<file path="config.mk">
export PLATFORM = sky130hd
export DESIGN_NAME = seg_readback
export DESIGN_NICKNAME = d
export VERILOG_FILES = /design/src/rtl/seg_readback.sv
export SDC_FILE = /design/constraint.sdc
export NUM_CORES = 1
export LEC_CHECK = 0
export BUFFER_PORTS_ARGS = -buffer_cell sky130_fd_sc_hd__buf_4
export CAP_MARGIN = 5
export CORE_MARGIN = 8
export CORE_UTILIZATION = 30
export DETAILED_ROUTE_END_ITERATION = 8
export GPL_TIMING_DRIVEN = 0
export SLEW_MARGIN = 20
export SYNTH_ARGS = -nofsm -noshare
export SYNTH_HDL_FRONTEND = slang
export SYNTH_SLANG_ARGS = --single-unit
</file>
<file path="constraint.sdc">
create_clock -name clk -period 4.5 [get_ports clk]
set_clock_uncertainty 0.15 [all_clocks]
set_input_delay 0.9 -clock clk [delete_from_list [all_inputs] [get_ports clk]]
set_output_delay 0.9 -clock clk [all_outputs]
set_load 0.03 [all_outputs]
</file>
<file path="src/rtl/seg_readback.sv">
// rtl/seg_readback.sv - recovers hex digits from a multiplexed active-low seven-segment bus
//
// Purpose: watches the dual-digit display bus, waits for each segment/anode
// pattern to sit still for STABLE_CYCLES cycles, then maps the pattern back to
// its 4-bit value. Blank patterns clear the digit's valid flag; patterns the
// display decoder cannot produce raise err and bump a saturating counter.
//
// Ports:
//   clk, reset        system clock, synchronous active-high reset
//   seg_in[6:0]       segment lines, active-low, bit 6 = a .. bit 0 = g
//   an_in[1:0]        digit enables, active-low (2'b10 = digit 0, 2'b01 = digit 1)
//   digit0/digit1     last legal value recovered for each digit
//   valid0/valid1     digit holds a value from a legal, non-blank capture
//   upd               one-cycle pulse on every capture
//   err               one-cycle pulse on an illegal capture
//   err_count[7:0]    illegal capture count, saturating at 255
module seg_readback #(
  parameter int STABLE_CYCLES = 4
) (
  input  logic       clk,
  input  logic       reset,
  input  logic [6:0] seg_in,
  input  logic [1:0] an_in,
  output logic [3:0] digit0,
  output logic [3:0] digit1,
  output logic       valid0,
  output logic       valid1,
  output logic       upd,
  output logic       err,
  output logic [7:0] err_count
);

  localparam logic [7:0] CNT_MAX  = 8'(STABLE_CYCLES);
  localparam logic [7:0] CNT_LAST = 8'(STABLE_CYCLES - 1);
  localparam logic [6:0] SEG_BLANK = 7'b1111111;
  localparam logic [1:0] AN_NONE   = 2'b11;

  typedef enum logic [1:0] {IDLE, SETTLE, CAPTURE, HOLD} state_t;

  // Returns {legal, value}; blank is handled by the caller.
  function automatic logic [4:0] decode(input logic [6:0] seg);
    logic [4:0] r;
    case (seg)
      7'b0000001: r = {1'b1, 4'h0};
      7'b1001111: r = {1'b1, 4'h1};
      7'b0010010: r = {1'b1, 4'h2};
      7'b0000110: r = {1'b1, 4'h3};
      7'b1001100: r = {1'b1, 4'h4};
      7'b0100100: r = {1'b1, 4'h5};
      7'b0100000: r = {1'b1, 4'h6};
      7'b0001110: r = {1'b1, 4'h7};
      7'b0000000: r = {1'b1, 4'h8};
      7'b0001100: r = {1'b1, 4'h9};
      7'b0001000: r = {1'b1, 4'hA};
      7'b1100000: r = {1'b1, 4'hB};
      7'b0110001: r = {1'b1, 4'hC};
      7'b1000010: r = {1'b1, 4'hD};
      7'b0110000: r = {1'b1, 4'hE};
      7'b0111000: r = {1'b1, 4'hF};
      default:    r = 5'b0_0000;
    endcase
    return r;
  endfunction

  state_t     state_q, state_d;
  logic [8:0] s_q, s_d;
  logic [7:0] cnt_q, cnt_d;
  logic [3:0] digit0_q, digit0_d, digit1_q, digit1_d;
  logic       valid0_q, valid0_d, valid1_q, valid1_d;
  logic       upd_q, upd_d, err_q, err_d;
  logic [7:0] err_count_q, err_count_d;

  logic       same;
  logic       capture;
  logic [4:0] dec;

  always_comb begin
    s_d         = {an_in, seg_in};
    same        = (s_d == s_q);
    cnt_d       = 8'd0;
    state_d     = state_q;
    digit0_d    = digit0_q;
    digit1_d    = digit1_q;
    valid0_d    = valid0_q;
    valid1_d    = valid1_q;
    upd_d       = 1'b0;
    err_d       = 1'b0;
    err_count_d = err_count_q;
    dec         = decode(seg_in);

    if (same) begin
      cnt_d = (cnt_q == CNT_MAX) ? cnt_q : cnt_q + 8'd1;
    end

    // The capture decision is taken on the last stable cycle of the window so
    // the registered results appear while the FSM sits in CAPTURE.
    capture = ((state_q == IDLE) || (state_q == SETTLE)) && (an_in != AN_NONE)
              && same && (cnt_d == CNT_LAST);

    case (state_q)
      IDLE, SETTLE: begin
        if (an_in == AN_NONE) state_d = IDLE;
        else if (capture)     state_d = CAPTURE;
        else                  state_d = SETTLE;
      end
      default: begin
        // A change arriving during CAPTURE is treated like one during HOLD so
        // the new window is not lost.
        if (!same) state_d = (an_in == AN_NONE) ? IDLE : SETTLE;
        else       state_d = HOLD;
      end
    endcase

    if (capture) begin
      upd_d = 1'b1;
      if (an_in == 2'b00) begin
        valid0_d = 1'b0;
        valid1_d = 1'b0;
        err_d    = 1'b1;
      end else if (an_in == 2'b10) begin
        if (seg_in == SEG_BLANK) begin
          valid0_d = 1'b0;
        end else if (dec[4]) begin
          digit0_d = dec[3:0];
          valid0_d = 1'b1;
        end else begin
          valid0_d = 1'b0;
          err_d    = 1'b1;
        end
      end else begin
        if (seg_in == SEG_BLANK) begin
          valid1_d = 1'b0;
        end else if (dec[4]) begin
          digit1_d = dec[3:0];
          valid1_d = 1'b1;
        end else begin
          valid1_d = 1'b0;
          err_d    = 1'b1;
        end
      end
    end

    if (err_d && (err_count_q != 8'hFF)) begin
      err_count_d = err_count_q + 8'd1;
    end
  end

  always_ff @(posedge clk) begin
    if (reset) begin
      state_q     <= IDLE;
      s_q         <= {AN_NONE, SEG_BLANK};
      cnt_q       <= 8'd0;
      digit0_q    <= 4'd0;
      digit1_q    <= 4'd0;
      valid0_q    <= 1'b0;
      valid1_q    <= 1'b0;
      upd_q       <= 1'b0;
      err_q       <= 1'b0;
      err_count_q <= 8'd0;
    end else begin
      state_q     <= state_d;
      s_q         <= s_d;
      cnt_q       <= cnt_d;
      digit0_q    <= digit0_d;
      digit1_q    <= digit1_d;
      valid0_q    <= valid0_d;
      valid1_q    <= valid1_d;
      upd_q       <= upd_d;
      err_q       <= err_d;
      err_count_q <= err_count_d;
    end
  end

  assign digit0    = digit0_q;
  assign digit1    = digit1_q;
  assign valid0    = valid0_q;
  assign valid1    = valid1_q;
  assign upd       = upd_q;
  assign err       = err_q;
  assign err_count = err_count_q;

endmodule

</file>
**Yosys cells after proc, flatten, opt, wreduce, memory -nomap -nowiden**

Cells that the tools add are included.

- Register bits after elaboration: 39
- Output and inout bits: 20
- Bits of input ports: 11
- Logic and storage cells: 73

- Eq/ne operators: 25
- Reduce and logical (&&, ||, !) cells: 14
- Mux-type cells: 19
- Bitwise gates (word level): 3
- Add/sub/neg operators: 2

Operator list:

| operator | number |
|---|---|
| one-hot mux 5 bit (16 select lines) | 1 |
| equality test 7 x 6 -> 1 bit (second input constant) | 5 |
| equality test 7 bit (second input constant) | 5 |
| equality test 7 x 4 -> 1 bit (second input constant) | 3 |
| adder 8 x 1 -> 8 bit (second input constant) | 2 |
| two-way mux 8 bit | 2 |
| two-way mux 1 bit | 12 |
| AND reduction 5 bit | 2 |
| equality test 9 bit | 1 |
| equality test 8 x 2 -> 1 bit (second input constant) | 1 |
| equality test 8 x 3 -> 1 bit (second input constant) | 1 |
| two-way mux 2 bit | 4 |
| inequality test 8 bit (second input constant) | 1 |
| equality test 7 x 1 -> 1 bit (second input constant) | 1 |
| equality test 7 x 3 -> 1 bit (second input constant) | 1 |
| equality test 7 x 5 -> 1 bit (second input constant) | 1 |
| logical NOT 7 bit | 1 |
| equality test 2 bit (second input constant) | 2 |
| logical AND 1 bit | 4 |
| logical NOT 2 bit | 2 |
| inequality test 2 bit (second input constant) | 2 |
| AND reduction 2 bit | 2 |
| inverter 1 bit | 3 |
| equality test 2 x 1 -> 1 bit (second input constant) | 1 |
| 3 further kinds | 3 |

**Depth between registers and ports, before layout**

Gate-level depths: netlist (run 1).

- Depth in word-level cells: 8
- Mapped depth: 9
- Gate-level depth less buffers: 8

**Worst setup path before layout (run 1)**

No wires, ideal clock.

- Path type: input to register
- From: input port seg_in[6]
- To: register err_count_q[7], in the netlist err_count[7]
- Path slack: 1.423 ns
- Required time: 4.229 ns
- Cell stages on the path: 8
- Setup time: 0.121 ns
- Buffers on the path: 2
- Data arrival time: 2.806 ns
- Path through: buf_2 or4b_1 a2111oi_2 nor4b_2 a41oi_2 buf_6 nor3_1 mux2_4

- Longest elaborated chain between the ends: 7
- Elaborated cells on any way between the ends: 28
- Those cells by class: eq/ne: 18; mux: 6; reduce/logical: 4

Ends and longest elaborated chain:

| element | RTL line | RTL |
|---|---|---|
| start, declared | 22 | `input logic [6:0] seg_in,` |
| equality test 7 x 6 -> 1 bit (tied with other cells) | 43 | `case (seg)` |
| one-hot mux 5 bit (16 select lines) | 43 |  |
| two-way mux 1 bit | 123, 133 |  |
| two-way mux 1 bit | 121, 131 |  |
| two-way mux 1 bit | 116 | `if (an_in == 2'b00) begin` |
| two-way mux 1 bit (*) | 114 | `if (capture) begin` |
| logical AND 1 bit (*) | 143 | `if (err_d && (err_count_q != 8'hFF)) begin` |
| end signal, assigned | 170 | `err_count_q <= err_count_d;` |
| end, declared | 71 | `logic [7:0] err_count_q, err_count_d;` |

Mark *: on every way between the ends. The rest lies on a longest branch, timed or not.
A chain may end at the register's enable or synchronous reset.

**Worst setup path after layout (run 1)**

- From: input port seg_in[3]
- To: register err_count_q[7], in the netlist err_count[7]

The elaborated chain is that of the path after synthesis.

==> summary.md, run 1 <==
| Metric | Value |
|---|---|
| Ports | 31 |
| Critical Path Source Type | primary input |
| Synth-to-Final Area Change | 18.8% |
| First-pass GRT wire length | 8700 µm |
| Reg area | 761 µm² |
| RR Startpoint | cnt_q[0] |
| Final setup vio count | 0 |
| WP data required | 4.54 ns |
| Multi-input logic area | 1300 µm² |
| Clock share of power | 38.1% |
| Post-Layout Cell Count | 388 |
| DRT Pass-1 Iters | 4 |
| Post-CTS sizing | 0 |
| Drt drc | 0 |
| Share of cells above drive strength 1 | 23.2% |
| Nets | 302 |
| Worst reg2reg path endpoint | err_count[2] |
| Post-synth ARST share | 0% |
| Largest net degree at the start of global routing | 13 |
| Critical path class | primary input to register |
| Hold WS | 0.318 ns |
| Critical path capture point type | register |
| Syn Area/Cell | 8.62 µm² |
| Routed Antenna Nets | 0 |
| Crit path capture | err_count[7] |
| Status | finished clean |
| Synth warn | 0 |
| Tmin final | 3.11 ns |
| Die H | 102 µm |
| Critical path peak fanout | 10 |
| Pint | 490 µW |
| CTS tree | yes |
| Max frequency | 321 MHz |
| Initial core utilization | 30.6% |
| RSZ-0062 raised after global routing | false |
| Number of global-route vias before repair | 1,806 |
| Die width | 102 µm |
| Power density cells | 251 nW/µm² |
| Max rail drop VDD | 0.103 mV |
| Slew at the pin with the worst max-slew slack | 0.476 ns |
| Num CTS Buffers | 5 |
| Core area | 7180 µm² |
| Syn Nets | 269 |
| Final cycle utilization of the critical path | 69.2% |
| Clk_lat worst skew | 0.29 ns |
| Sink Count | 38 |
| FF-to-FF path depth | 8 |
| Site Rows | 31 |
| Crit path launch | seg_in[3] |
| Final TNS setup | 0 ns |
| CTS clk-pin slew, worst paths | 0.08 ns |
| R2R Setup Slk | 1.58 ns |
| Via/cell ratio | 5.01 |
| Root buffer cell | clkbuf_8 |
| H-tree levels | 2 |
| Wirelength per Cell | 13.5 µm |
| Synth Instances | 255 |
| Net Sw Frac | 25.3% |
| Seq pwr share | 52.1% |
| Total congestion overflow | 0 |
| DP Cell Count | 380 |
| Overall routed net length | 5230 µm |
| Number of synthesized flops with an enable pin | 0 |
| Max Cap Viol | 0 |
| Post-CTS setup buffers | 0 |
| Die footprint | 10,300 µm² |
| Most common cell after layout, fill and taps aside | dfxtp_1 |
| LEAKAGE | 0.992 nW |
| First DRT Iteration DRCs | 121 |
| Antenna violations before repair | 0 |
| Final hold violation count | 0 |
| Hold Crit Class | register to register |
| Post-CTS Hold Fix Bufs | 0 |
| Filler Cells Inserted | 732 |
| Clock Path Buffers | 2 |
| Main synth FF type | dfxtp_1 |
| FF+latch count, synth | 38 |
| Logic pwr share | 9.9% |
| Most frequent cells in the layout | dfxtp_1 (38), buf_4 (26), nor2_1 (20) |
| Port Buffers | 26 |
| HPWL Detailed | 3920 µm |
| Global router's overall resource usage | 10.5% |
| Psw | 166 µW |
| Crit path DAT | 3.15 ns |
| Netlist cell types | 55 |
| Post-synthesis sequential area ratio | 34.6% |
| N_diodes | 0 |
| RD Place Congestion | 0.903 |
| Slew margin rel. | 68.2% |
| Synthesized area | 2200 µm² |
| Vias | 1,945 |
| Pins Over Slew Limit | 0 |
logic make-up after synthesis:
| logic type | Yosys count | share of synthesized area, % |
|---|---|---|
| compound gates | 44 | 14.7 |
| buf+inv | 26 | 6.43 |
| mux | 9 | 4.44 |
| xor+xnor | 18 | 7.17 |
| flops | 38 | 34.6 |
| simple gates | 117 | 30.9 |
| fa+ha+maj | 3 | 1.71 |
state kept, by name (all words and copies together), names as in the netlist:
signal     flops
s_q            9
upd            1
err            1
digit0         4
state_q        1
digit1         4
valid0         1
valid1         1
cnt_q          8
err_count      8
through the flow:
step	utilization (%)	cell area, µm²	power, mW	worst slack (ns)
6_report	36.4	2610	0.657	1.39
5_1_grt	36.4	2610	0.684	1.22
4_1_cts	36.4	2610	0.664	1.39
3_5_place_dp	35.1	2520	0.414	1.09
3_3_place_gp	35.1	2520	0.414	1.08
2_1_floorplan	-	2200	0.396	1.42
Yosys cell counts, drive strengths merged, types with 5 or more instances:
library cell	count	area share, %
mux2i	6	2.7
nor2b	5	1.4
o21ai	5	1.1
inv	9	1.5
nand2	11	1.9
nand3	14	3.2
and3	5	1.4
a21oi	13	3.0
or2	12	3.4
buf	10	3.4
nor2	20	3.4
o31ai	6	2.0
xor2	15	6.0
or3	5	1.4
nand2b	8	2.3
dfxtp	38	35
nand4	5	1.4
clkbuf	6	1.0
nor3	8	1.8
or4	6	2.2
how the worst min path moves through the flow:
stage          slack, ns  cells after the start         end       start
3_3_place_gp        0.31                      2  state_q[1]  state_q[1]
4_1_cts             0.32                      2  state_q[1]  state_q[1]
6_report            0.32                      2  state_q[1]  state_q[1]
5_1_grt             0.34                      2  state_q[1]  state_q[1]
3_5_place_dp        0.31                      2  state_q[1]  state_q[1]
2_1_floorplan       0.30                      2  state_q[1]  state_q[1]
final cells by class:
type	instances	share of cell area, %
Inverter	9	1.29
Timing Repair Buffer	26	7.47
Clock buffer	6	3.16
Clock inverter	2	0.479
Multi-Input combinational cell	191	49.6
Sequential cell	38	29.1
Buffer	17	4.12
Tap cell	99	4.74
power by group through the flow:
stage | clock network (mW) | registers [mW] | logic (mW)
detailed placement | 0 | 0.350 | 0.0644
CTS | 0.257 | 0.342 | 0.0648
finish | 0.250 | 0.342 | 0.0648
floorplan | 0 | 0.350 | 0.0458
global route | 0.271 | 0.342 | 0.0709
global placement | 0 | 0.350 | 0.0642
per-layer routing:
metal | part of all wire (%) | GRT usage [%]
met1 | 47 | 13.5
met2 | 48 | 16.3
met3 | 4.6 | 2.89
met4 | 1.2 | 3.89
met5 | 0 | 0
critical path, stage by stage:
cell and delay (ns):
clkbuf_1 0.27, buf_2 0.28, nor3_1 0.10, nand4_1 0.10, nor4b_2 0.42, a41oi_2 0.30, buf_6 0.22, nor3_1 0.24
mux2_4 0.32
(Power assumes the default switching activity.)
==> run 2: changes to the inputs <==
==> constraint.sdc (replaced) <==
create_clock -name clk -period 3 [get_ports clk]
set_clock_uncertainty 0.15 [all_clocks]
set_input_delay 0.6 -clock clk [delete_from_list [all_inputs] [get_ports clk]]
set_output_delay 0.6 -clock clk [all_outputs]
set_load 0.03 [all_outputs]
==> run 2 against run 1 <==
Die area is the same. Largest power group unchanged. Global-route usage is the same. Largest cell class unchanged. Register-to-register slack lost 1.4 ns. Highest routed layer unchanged. Power grew 50%.
==> summary.md, run 2 (synthesis results as in run 1) <==
| Metric | Value |
|---|---|
| Setup WS pre-CTS | -0.114 ns |
| Final hold violation count | 0 |
| HPWL Detailed | 3920 µm |
| Placed cell area | 2520 µm² |
| Largest net degree at the start of global routing | 13 |
| Routing usage on met2 | 16.3% |
| Port Buffers | 26 |
| Crit path DAT | 2.85 ns |
| Final cycle utilization of the critical path | 93.9% |
| First DRT Iteration DRCs | 145 |
| Post-Layout Cell Count | 388 |
| Tmin final | 2.82 ns |
| Final TNS setup | 0 ns |
| Critical path's slowest cell | nor4b_2 |
| Number of global-route vias before repair | 1,806 |
| Max reg flops | 9 |
| Design area | 2620 µm² |
| Die footprint | 10,300 µm² |
| Core Util, Final | 36.5% |
| Critical path capture point type | register |
| Critical Path Source Type | primary input |
| Synth-to-Final Area Change | 19.0% |
| N_diodes | 0 |
| Vias | 1,934 |
| Routed Antenna Nets | 0 |
| LEAKAGE | 0.990 nW |
| Most frequent cells in the layout | dfxtp_1 (37), buf_4 (26), nor2_1 (20) |
| Ports | 31 |
| Overall routed net length | 5240 µm |
| Share of cells above drive strength 1 | 23.9% |
| Clk_lat worst skew | 0.29 ns |
| Num CTS Buffers | 5 |
| CP dominant cell by count | nor3_1 |
| CTS clk-pin slew, worst paths | 0.08 ns |
| Crit path largest cell delay | 0.42 ns |
| Most common cell after layout, fill and taps aside | dfxtp_1 |
| Power density cells | 377 nW/µm² |
| Sink Count | 38 |
| DRT Pass-1 Iters | 4 |
| Total power | 986 µW |
| RD Place Congestion | 0.903 |
| Slew at the pin with the worst max-slew slack | 0.481 ns |
| Die H | 102 µm |
| CTS tree | yes |
| Hold WS | 0.318 ns |
| Slew margin rel. | 67.9% |
| First-pass GRT wire length | 8700 µm |
| Core area | 7180 µm² |
| Global router's overall resource usage | 10.5% |
| GR Util met3 | 2.89% |
| Pins Over Slew Limit | 0 |
| Drt drc | 0 |
| Status | finished clean |
| Crit path cell chain | clkbuf_1 > buf_2 > nor3_1 > nand4_1 > nor4b_2 > a41oi_2 > buf_6 > nor3_1 > mux2_4 |
| Root buffer cell | clkbuf_8 |
| Initial core utilization | 30.6% |
| WP data required | 3.04 ns |
| Antenna violations before repair | 0 |
| Critical path peak fanout | 10 |
| Max rail drop VDD | 0.149 mV |
| DP Cell Count | 380 |
| Worst setup margin | 0.183 ns |
| Total congestion overflow | 0 |
| Die width | 102 µm |
| Max Cap Viol | 0 |
| Max frequency | 355 MHz |
| Clock Path Buffers | 2 |
| Nets | 302 |
| Critical path class | primary input to register |
| Hold Crit Class | register to register |
| Final setup vio count | 0 |
| RSZ-0062 raised after global routing | false |
| H-tree levels | 2 |
| Site Rows | 31 |
| Wirelength per Cell | 13.5 µm |
| Largest Register | s_q |
| Global Route met1 Usage | 13.5% |
| GR peak layer | met2 |
| Via/cell ratio | 4.98 |
==> run 2: cell counts in the layout (fill, tap and decap cells not counted) <==
No cell type changed its count.
==> run 2: repair_timing <==
item                       CTS  global route
gates resized for setup      0             2
buffers inserted             0             0
setup endpoints to repair    0             3
hold buffers                 0             0
==> run 2: worst max-delay path: cells and delay by family <==
kind                   cells  cell delay (ns)
AO/OA/AOI/OAI              1             0.30
buffers and inverters      3             0.77
AND/OR/NAND/NOR            4             0.86
multiplexers               1             0.32
==> run 2: power by group <==
group          internal, mW  switching, mW
clock                 0.185          0.191
sequential            0.510        0.00257
combinational        0.0402         0.0569
==> run 2: final cells by class <==
cell class,instances,area [µm²]
Inverter,9,33.8
Sequential cell,38,762
Clock inverter,2,12.5
Buffer,17,108
Fill cell,730,4560
Timing Repair Buffer,26,195
Multi-Input combinational cell,191,1300
Clock buffer,6,82.6
Tap cell,99,124
==> run 2: path summary, 6_finish.rpt <==
| kind | from | endpoint | slack [ns] | cells after the start |
|---|---|---|---|---|
| worst min-delay path | state_q[1] | state_q[1] | 0.32 | 2 |
| worst max-delay path | seg_in[3] | err_count[7] | 0.18 | 9 |
| worst max register to register | cnt_q[0] | err_count[2] | 0.21 | 8 |
| worst min register to register | state_q[1] | state_q[1] | 0.32 | 2 |
==> run 2: metal layers <==
layer	wire, µm	vias up
met2	2480	38
met5	0	-
met4	61	0
met1	2460	908
met3	228	5
li1	-	983
